===== src/rtl/riscv_trace_buffer.sv =====
// Retire-trace capture buffer for the single-cycle RISC-V core.
// Each retired instruction is classified (REG / MEM / BR / NONE), stamped
// with a running retire count and pushed into a circular FIFO. A valid/ready
// port drains the FIFO toward a debug UART or DMA engine.
module riscv_trace_buffer #(
  parameter int DEPTH  = 16,
  parameter int CYC_W  = 16,
  parameter int DROP_W = 8
) (
  input  logic                       clk,
  input  logic                       reset_n,
  input  logic                       ret_valid,
  input  logic [31:0]                ret_pc,
  input  logic [31:0]                ret_instr,
  input  logic                       ret_reg_write,
  input  logic [4:0]                 ret_rd,
  input  logic [31:0]                ret_result,
  input  logic                       ret_mem_write,
  input  logic [31:0]                ret_mem_addr,
  input  logic [31:0]                ret_mem_data,
  input  logic                       ret_branch_taken,
  input  logic [31:0]                ret_pc_next,
  input  logic                       filt_none,
  output logic                       trc_valid,
  input  logic                       trc_ready,
  output logic [31:0]                trc_pc,
  output logic [31:0]                trc_instr,
  output logic [1:0]                 trc_kind,
  output logic [31:0]                trc_a,
  output logic [31:0]                trc_b,
  output logic [CYC_W-1:0]           trc_stamp,
  output logic [$clog2(DEPTH):0]     level,
  output logic [DROP_W-1:0]          drop_cnt
);

  localparam int AW = $clog2(DEPTH);
  localparam int LW = AW + 1;

  typedef enum logic [1:0] {
    KIND_NONE = 2'd0,
    KIND_REG  = 2'd1,
    KIND_MEM  = 2'd2,
    KIND_BR   = 2'd3
  } kind_e;

  typedef struct packed {
    logic [31:0]      pc;
    logic [31:0]      instr;
    kind_e            kind;
    logic [31:0]      a;
    logic [31:0]      b;
    logic [CYC_W-1:0] stamp;
  } rec_t;

  rec_t             mem [DEPTH];
  logic [AW-1:0]    rd_ptr;
  logic [AW-1:0]    wr_ptr;
  logic [CYC_W-1:0] ret_cnt;

  rec_t  rec_in;
  kind_e kind;
  logic  push;
  logic  pop;
  logic  full;
  logic  wr_en;
  logic  drop;

  // Classify the retiring instruction with fixed priority and build its record.
  always_comb begin
    // NOTE: every signal assigned in this block gets a default first, so no
    // path through the priority chain can leave it unassigned and infer a latch.
    kind   = KIND_NONE;
    rec_in = '0;
    if (ret_reg_write && (ret_rd != 5'd0)) begin
      kind     = KIND_REG;
      rec_in.a = {27'd0, ret_rd};
      rec_in.b = ret_result;
    end else if (ret_mem_write) begin
      kind     = KIND_MEM;
      rec_in.a = ret_mem_addr;
      rec_in.b = ret_mem_data;
    end else if (ret_branch_taken) begin
      kind     = KIND_BR;
      rec_in.a = ret_pc_next;
    end
    rec_in.pc    = ret_pc;
    rec_in.instr = ret_instr;
    rec_in.kind  = kind;
    rec_in.stamp = ret_cnt;
  end

  // Handshake and accept/drop decisions; a full FIFO still accepts when the
  // head leaves in the same cycle.
  always_comb begin
    full  = (level == LW'(DEPTH));
    push  = ret_valid && !(filt_none && (kind == KIND_NONE));
    pop   = trc_valid && trc_ready;
    wr_en = push && (!full || pop);
    drop  = push && full && !pop;
  end

  // Pointers, occupancy, retire counter and drop counter.
  always_ff @(posedge clk or negedge reset_n) begin
    if (!reset_n) begin
      rd_ptr   <= '0;
      wr_ptr   <= '0;
      level    <= '0;
      ret_cnt  <= '0;
      drop_cnt <= '0;
    end else begin
      // NOTE: state registers use non-blocking assignments so every update in
      // this block sees the pre-edge values of its neighbours.
      if (ret_valid) ret_cnt <= ret_cnt + CYC_W'(1);
      if (wr_en)     wr_ptr  <= wr_ptr + AW'(1);
      if (pop)       rd_ptr  <= rd_ptr + AW'(1);
      if (wr_en && !pop)      level <= level + LW'(1);
      else if (pop && !wr_en) level <= level - LW'(1);
      if (drop && (drop_cnt != '1)) drop_cnt <= drop_cnt + DROP_W'(1);
    end
  end

  // Record storage.
  always_ff @(posedge clk) begin
    // NOTE: the array has no reset; its contents are meaningless until written
    // and the outputs are masked by trc_valid, so resetting it would only add
    // a reset net to every storage bit.
    if (wr_en) mem[wr_ptr] <= rec_in;
  end

  // Head entry drives the trace port; outputs read zero while empty. The head
  // slot is never overwritten while it is still being presented.
  always_comb begin
    trc_valid = (level != '0);
    trc_pc    = '0;
    trc_instr = '0;
    trc_kind  = '0;
    trc_a     = '0;
    trc_b     = '0;
    trc_stamp = '0;
    if (trc_valid) begin
      trc_pc    = mem[rd_ptr].pc;
      trc_instr = mem[rd_ptr].instr;
      trc_kind  = mem[rd_ptr].kind;
      trc_a     = mem[rd_ptr].a;
      trc_b     = mem[rd_ptr].b;
      trc_stamp = mem[rd_ptr].stamp;
    end
  end

endmodule

===== config.mk =====
export PLATFORM = sky130hd
export DESIGN_NAME = riscv_trace_buffer
export DESIGN_NICKNAME = d
export VERILOG_FILES = /design/src/rtl/riscv_trace_buffer.sv
export SDC_FILE = /design/constraint.sdc
export NUM_CORES = 2
export LEC_CHECK = 0
export BUFFER_PORTS_ARGS = -buffer_cell sky130_fd_sc_hd__buf_2
export CAP_MARGIN = 20
export CORE_ASPECT_RATIO = 1.25
export CORE_MARGIN = 4
export CORE_UTILIZATION = 35
export DETAILED_ROUTE_END_ITERATION = 12
export GPL_ROUTABILITY_DRIVEN = 0
export PLACE_DENSITY = 0.55
export SYNTH_ARGS = -nofsm -noshare
export SYNTH_HDL_FRONTEND = slang
export SYNTH_SLANG_ARGS = --single-unit

===== constraint.sdc =====
create_clock -name clk -period 6.75 [get_ports clk]
set_input_delay 0.3375 -clock clk [delete_from_list [all_inputs] [get_ports clk]]
set_output_delay 0.3375 -clock clk [all_outputs]
set_load 0.05 [all_outputs]

# Yosys cells after proc, flatten, opt, wreduce, memory -nomap -nowiden
# Memories as Yosys holds them, arrays and structs flattened.
# Cells that the tools add are included.
word_totals:
  regBits: 37
  word_cells: 50
  mem_count: 1
  mem_bits_ro: 0
  ram_bits: 2336
  latch_bits: 0
op_classes:
  magnitude_cmp: 0
  mux: 17
  addsub: 6
  n_mul: 0
  n_eq_ne: 2
  n_reduce_logical: 19
  shifts: 0
  n_bitwise: 0
  div: 0
memory_table:
  columns: ["name", "words", "width", "read_ports", "rd_ports_with_merged_regs", "write_ports", "line_no", "text"]
  rows:
  - ["mem", 16, 146, 1, 0, 1, "55", "rec_t mem [DEPTH];"]
ops:
  columns: ["cell", "n"]
  rows:
  - ["two-way mux 32 bit", 7]
  - ["two-way mux 64 bit", 1]
  - ["adder 16 x 1 -> 16 bit, second input constant", 1]
  - ["two-way mux 16 bit", 1]
  - ["logical AND 1 bit", 10]
  - ["two-way mux 5 bit", 2]
  - ["nonzero test 5 bit", 2]
  - ["adder 4 x 1 -> 4 bit, second input constant", 2]
  - ["adder 8 x 1 -> 8 bit, second input constant", 1]
  - ["two-way mux 2 bit", 4]
  - ["inequality test 8 bit, second input constant", 1]
  - ["adder 5 x 1 -> 5 bit, second input constant", 1]
  - ["equality test 5 bit, second input constant", 1]
  - ["subtractor 5 x 1 -> 5 bit, second input constant", 1]
  - ["logical NOT 1 bit", 4]
  - ["logical NOT 2 bit", 1]
  - ["two-way mux 1 bit", 2]
  - ["nonzero test 2 bit", 1]
  - ["logical OR 1 bit", 1]

# Logic depth before layout (Yosys ltp)
depth:
  ltp_word: 12
  mapped_depth: 12
  mapped_depth_nobuf: 10

# Least setup slack after synthesis
# Ideal clock, no wire load.
synth_timing:
  path_kind: "register to register"
  from: "register level[0]"
  to: "memory mem[10][0] (netlist name), enable pin"
  path_stages_with_launch: 6
  slack_ns: 1.371
  period_less_slack_ns: 5.379
  path_buffers: 1
  arrival_time_ns: 4.855
  path_cell_list: "dfrtp_1 > nor4_2 > and3_1 > nor2_2 > buf_2 > and3_1"
synth_between:
  elab_chain_cells: 6
  word_cells_on_any_way: 8
synth_rtl:
  columns: ["element", "line_no", "text"]
  rows:
  - ["from (decl)", "32", "output logic [$clog2(DEPTH):0] level,"]
  - ["from (signal assigned)", "116", "if (wr_en && !pop) level <= level + LW'(1);"]
  - ["from (signal assigned)", "117", "else if (pop && !wr_en) level <= level - LW'(1);"]
  - ["equality test 5 bit / nonzero test 5 bit (equally long branches)", "95, 133", null]
  - ["logical NOT 1 bit / logical AND 1 bit (equally long branches)", "98, 97", null]
  - ["logical OR 1 bit *", "98", "wr_en = push && (!full || pop);"]
  - ["logical AND 1 bit *", "98", null]
  - ["via wr_en", "65", "logic wr_en;"]
  - ["two-way mux 1 bit *", "127", "if (wr_en) mem[wr_ptr] <= rec_in;"]
  - ["two-way mux 1 bit (not written as such) *", "127", null]
  - ["to (decl)", "55", null]
# The timed path passes the listed nets; every way through them passes the cells marked *.

# Final worst setup path
layout_timing:
  from: "register level[1]"
  to: "output port trc_b[31]"
layout_between:
  elab_chain_cells: 2
layout_rtl:
  columns: ["element", "line_no", "text"]
  rows:
  - ["nonzero test 5 bit", "133", "trc_valid = (level != '0);"]
  - ["two-way mux 32 bit", "140", "if (trc_valid) begin"]
  - ["to (decl)", "30", "output logic [31:0] trc_b,"]
# Every way passes these cells.

==> flow_summary.toml <==
[route]
antenna_left = 0
vias = 42368
vias_per_cell = 5.15
wl_per_cell_microns = 28.0
drt_iter0_drc = 3574
dr.pass1.iters = 5
route.detailed.drc = 0
wl_microns = 230000

[sta]
hold_viol_final = 0
worst_pin_slew_ns = 1.11
tns_ns = 0
fin_crit_ns = 4.63
setup_viol = 0
post-route-period-util_pct = 68.6
timing.hold.ws_ns = 0.0433
rsz0062_at_grt = "no"
fmax_mhz = 216
fin_skew_ns = 0.0419
maxSlewHeadroom_pct = 26.0
finalWorstSetupSlack_ns = 2.12
drv_slew = 0

[clock_tree]
insertion_delay_ns = 0.86
cts_resized = 0
cts_tree = "done"
cts_root_buffer = "clkbuf_16"
cts_made_buffers = 232
cts_buffer_depth = 4
postCtsSetupRepairBufs = 0
clk_pin_slew_ns = 0.06
cts.sinks = 2373
htreeDepth = 4

[job]
cap_violations = 0

[global_route]
grt_max_degree = 123
grt_pass1_wl_microns = 332000
antenna_found_initial = 14
grt_pass1_vias = 45491
grt-ovfl-total = 0
grt_use_total_pct = 16.9

[critical_path]
rr_worst_depth = 5
cp.depth = 6
worstPathCellList = "nor4_2 > nand2b_1 > nand2b_4 > buf_4 > o22ai_1 > buf_2"
worst_setup_path_end_kind = "output pin"
worstSetupPathType = "reg2out"
cp_top_family = "simple AND/OR/NAND/NOR gates"
cp_slowest_stage_delay_ns = 0.82
critPathRequiredTime_ns = 6.41
cp-start-kind = "flip-flop"
critical_path_buf_inv_count = 2
slowest_stage = "nand2b_4"
arrival_ns = 4.29
crit_fanout = 47

[final_layout]
n_fill_cell = 22648
syn_to_final_growth_pct = 16.6
finalNonFillerCells = 8225
nets = 4770
post_route_cells_drive_above_1_share_pct = 29.8

[place]
dp_slack_ns = 2.25
dp.cells = 7666
place_hpwl_microns = 120000
numPortBuffers = 364

[power]
cellLeakagePower_nw = 34.4
irDropWorstVdd_mv = 0.356
powerDensity_nw_per_um2 = 444

[synthesis]
ys_types = 40
synth_edf_count = 2336
syn-cell-area_sq_um = 91100
yosys_warnings = 0
synth_top_flop_cell = "edfxtp_1"
yosysTopAreaCell = "edfxtp_1"
syn_avg_cell_area_sq_um = 23.2
ys_top_cells_by_count = "edfxtp_1 (2336), mux4_2 (584), mux2i_1 (293)"
synthArstFlopShare_pct = 1.56
ys_seq_area_share_pct = 78.0
synthCells = 3929
yosys.cell_count.top_type = "edfxtp_1"
synth_top_area_share_pct = 77.0
synth_top_cells_by_area = "edfxtp_1 (77%), mux4_2 (14%), mux2i_1 (3.2%)"
synth_nets = 4146
synth-seq-cells = 2373

[run_status]
status = "finished, final reports clean"

[floorplanning]
dieArea_sq_um = 269000
die_y_microns = 578
ios = 365
start_util_pct = 35.2
coreArea_sq_um = 259000
placementRows = 209
die_w_microns = 464

[min_path]
hp-class = "in2reg"
min_delay_path_depth = 4
worst register-to-register path: stages (launching register included):
cell and delay [ns]:
dfrtp_1 0.46, nor4_2 0.11, and3_1 0.27, nor2_2 0.55, and3_4 1.04, buf_12 0.51
cell families (layout without fill, tap and decap cells):
kind of cell	Yosys count	in the layout	share of synthesized area, %
xor+xnor	32	32	0.308
other cells	0	9	0
fa+ha+maj	12	12	0.173
buf+inv	228	1034	1.35
flops	2373	2373	78.0
compound gates	224	224	1.54
mux	882	882	17.7
simple gates	178	178	0.902
path summary, 6_finish.rpt:
kind / slack, ns / end / from
max: 2.12 / trc_b[31] / level[1]
min in group asynchronous: 0.49 / drop_cnt[1] / reset_n
max reg2reg: 3.36 / mem[10][87] / level[0]
max in group asynchronous: 5.79 / rd_ptr[0] / reset_n
min reg2reg: 0.50 / drop_cnt[6] / drop_cnt[6]
min: 0.04 / mem[7][40] / ret_mem_data[24]
cell usage in the layout (no fill, tap or decap), drive strengths merged, types with 11 or more instances in the layout:
master,n
edfxtp,2336
mux2i,293
and3,17
bufinv,19
clkinv,88
nor2,39
o21ai,39
nand2,83
mux4,584
xnor2,18
a22oi,32
dfrtp,37
buf,481
dlygate4sd3,126
o22ai,146
inv,13
xor2,14
ha,11
clkbuf,300
state kept, by name, summed over array words and instances, names as in the netlist:
name      count
mem        2336
drop_cnt      8
wr_ptr        4
rd_ptr        4
ret_cnt      16
level         5
per-layer routing:
layer,track usage [%],wire [microns]
met2,29.8,120000
met4,4.22,5700
met1,22.0,94700
met5,0,0
met3,2.67,10300
power breakdown:
| part | switching (W) | leakage [nW] | total, W | internal (W) |
|---|---|---|---|---|
| Combinational | 0.0107 | 9.20 | 0.0163 | 0.00566 |
| Sequential | 0.000570 | 21.6 | 0.0183 | 0.0177 |
| Clock | 0.00544 | 3.52 | 0.0126 | 0.00712 |
stage by stage:
step	area (sq um)	power [W]	utilization, %
finish	106000	0.0472	41.0
global route	106000	0.0493	41.0
CTS	106000	0.0480	40.9
detailed placement	97600	0.0354	37.7
global placement	97600	0.0353	37.6
floorplan	91100	0.0303	-
repair_timing:
item / 4_1_cts / 5_1_grt
hold buffers: 122 / 4
endpoints found under the setup margin: 0 / 0
hold endpoints to repair: 1569 / 39
layout make-up:
type	instances	area [sq um]	share of cell area, %
sequential	2373	71100	66.9
multi-input combinational	1328	18900	17.8
clock buffer	297	6130	5.77
timing repair buffer	610	4570	4.30
tap	3481	4360	4.10
clock inverter	119	1110	1.04
inverter	8	30.0	0.0283
antenna	9	22.5	0.0212
(Power assumes the default switching activity.)
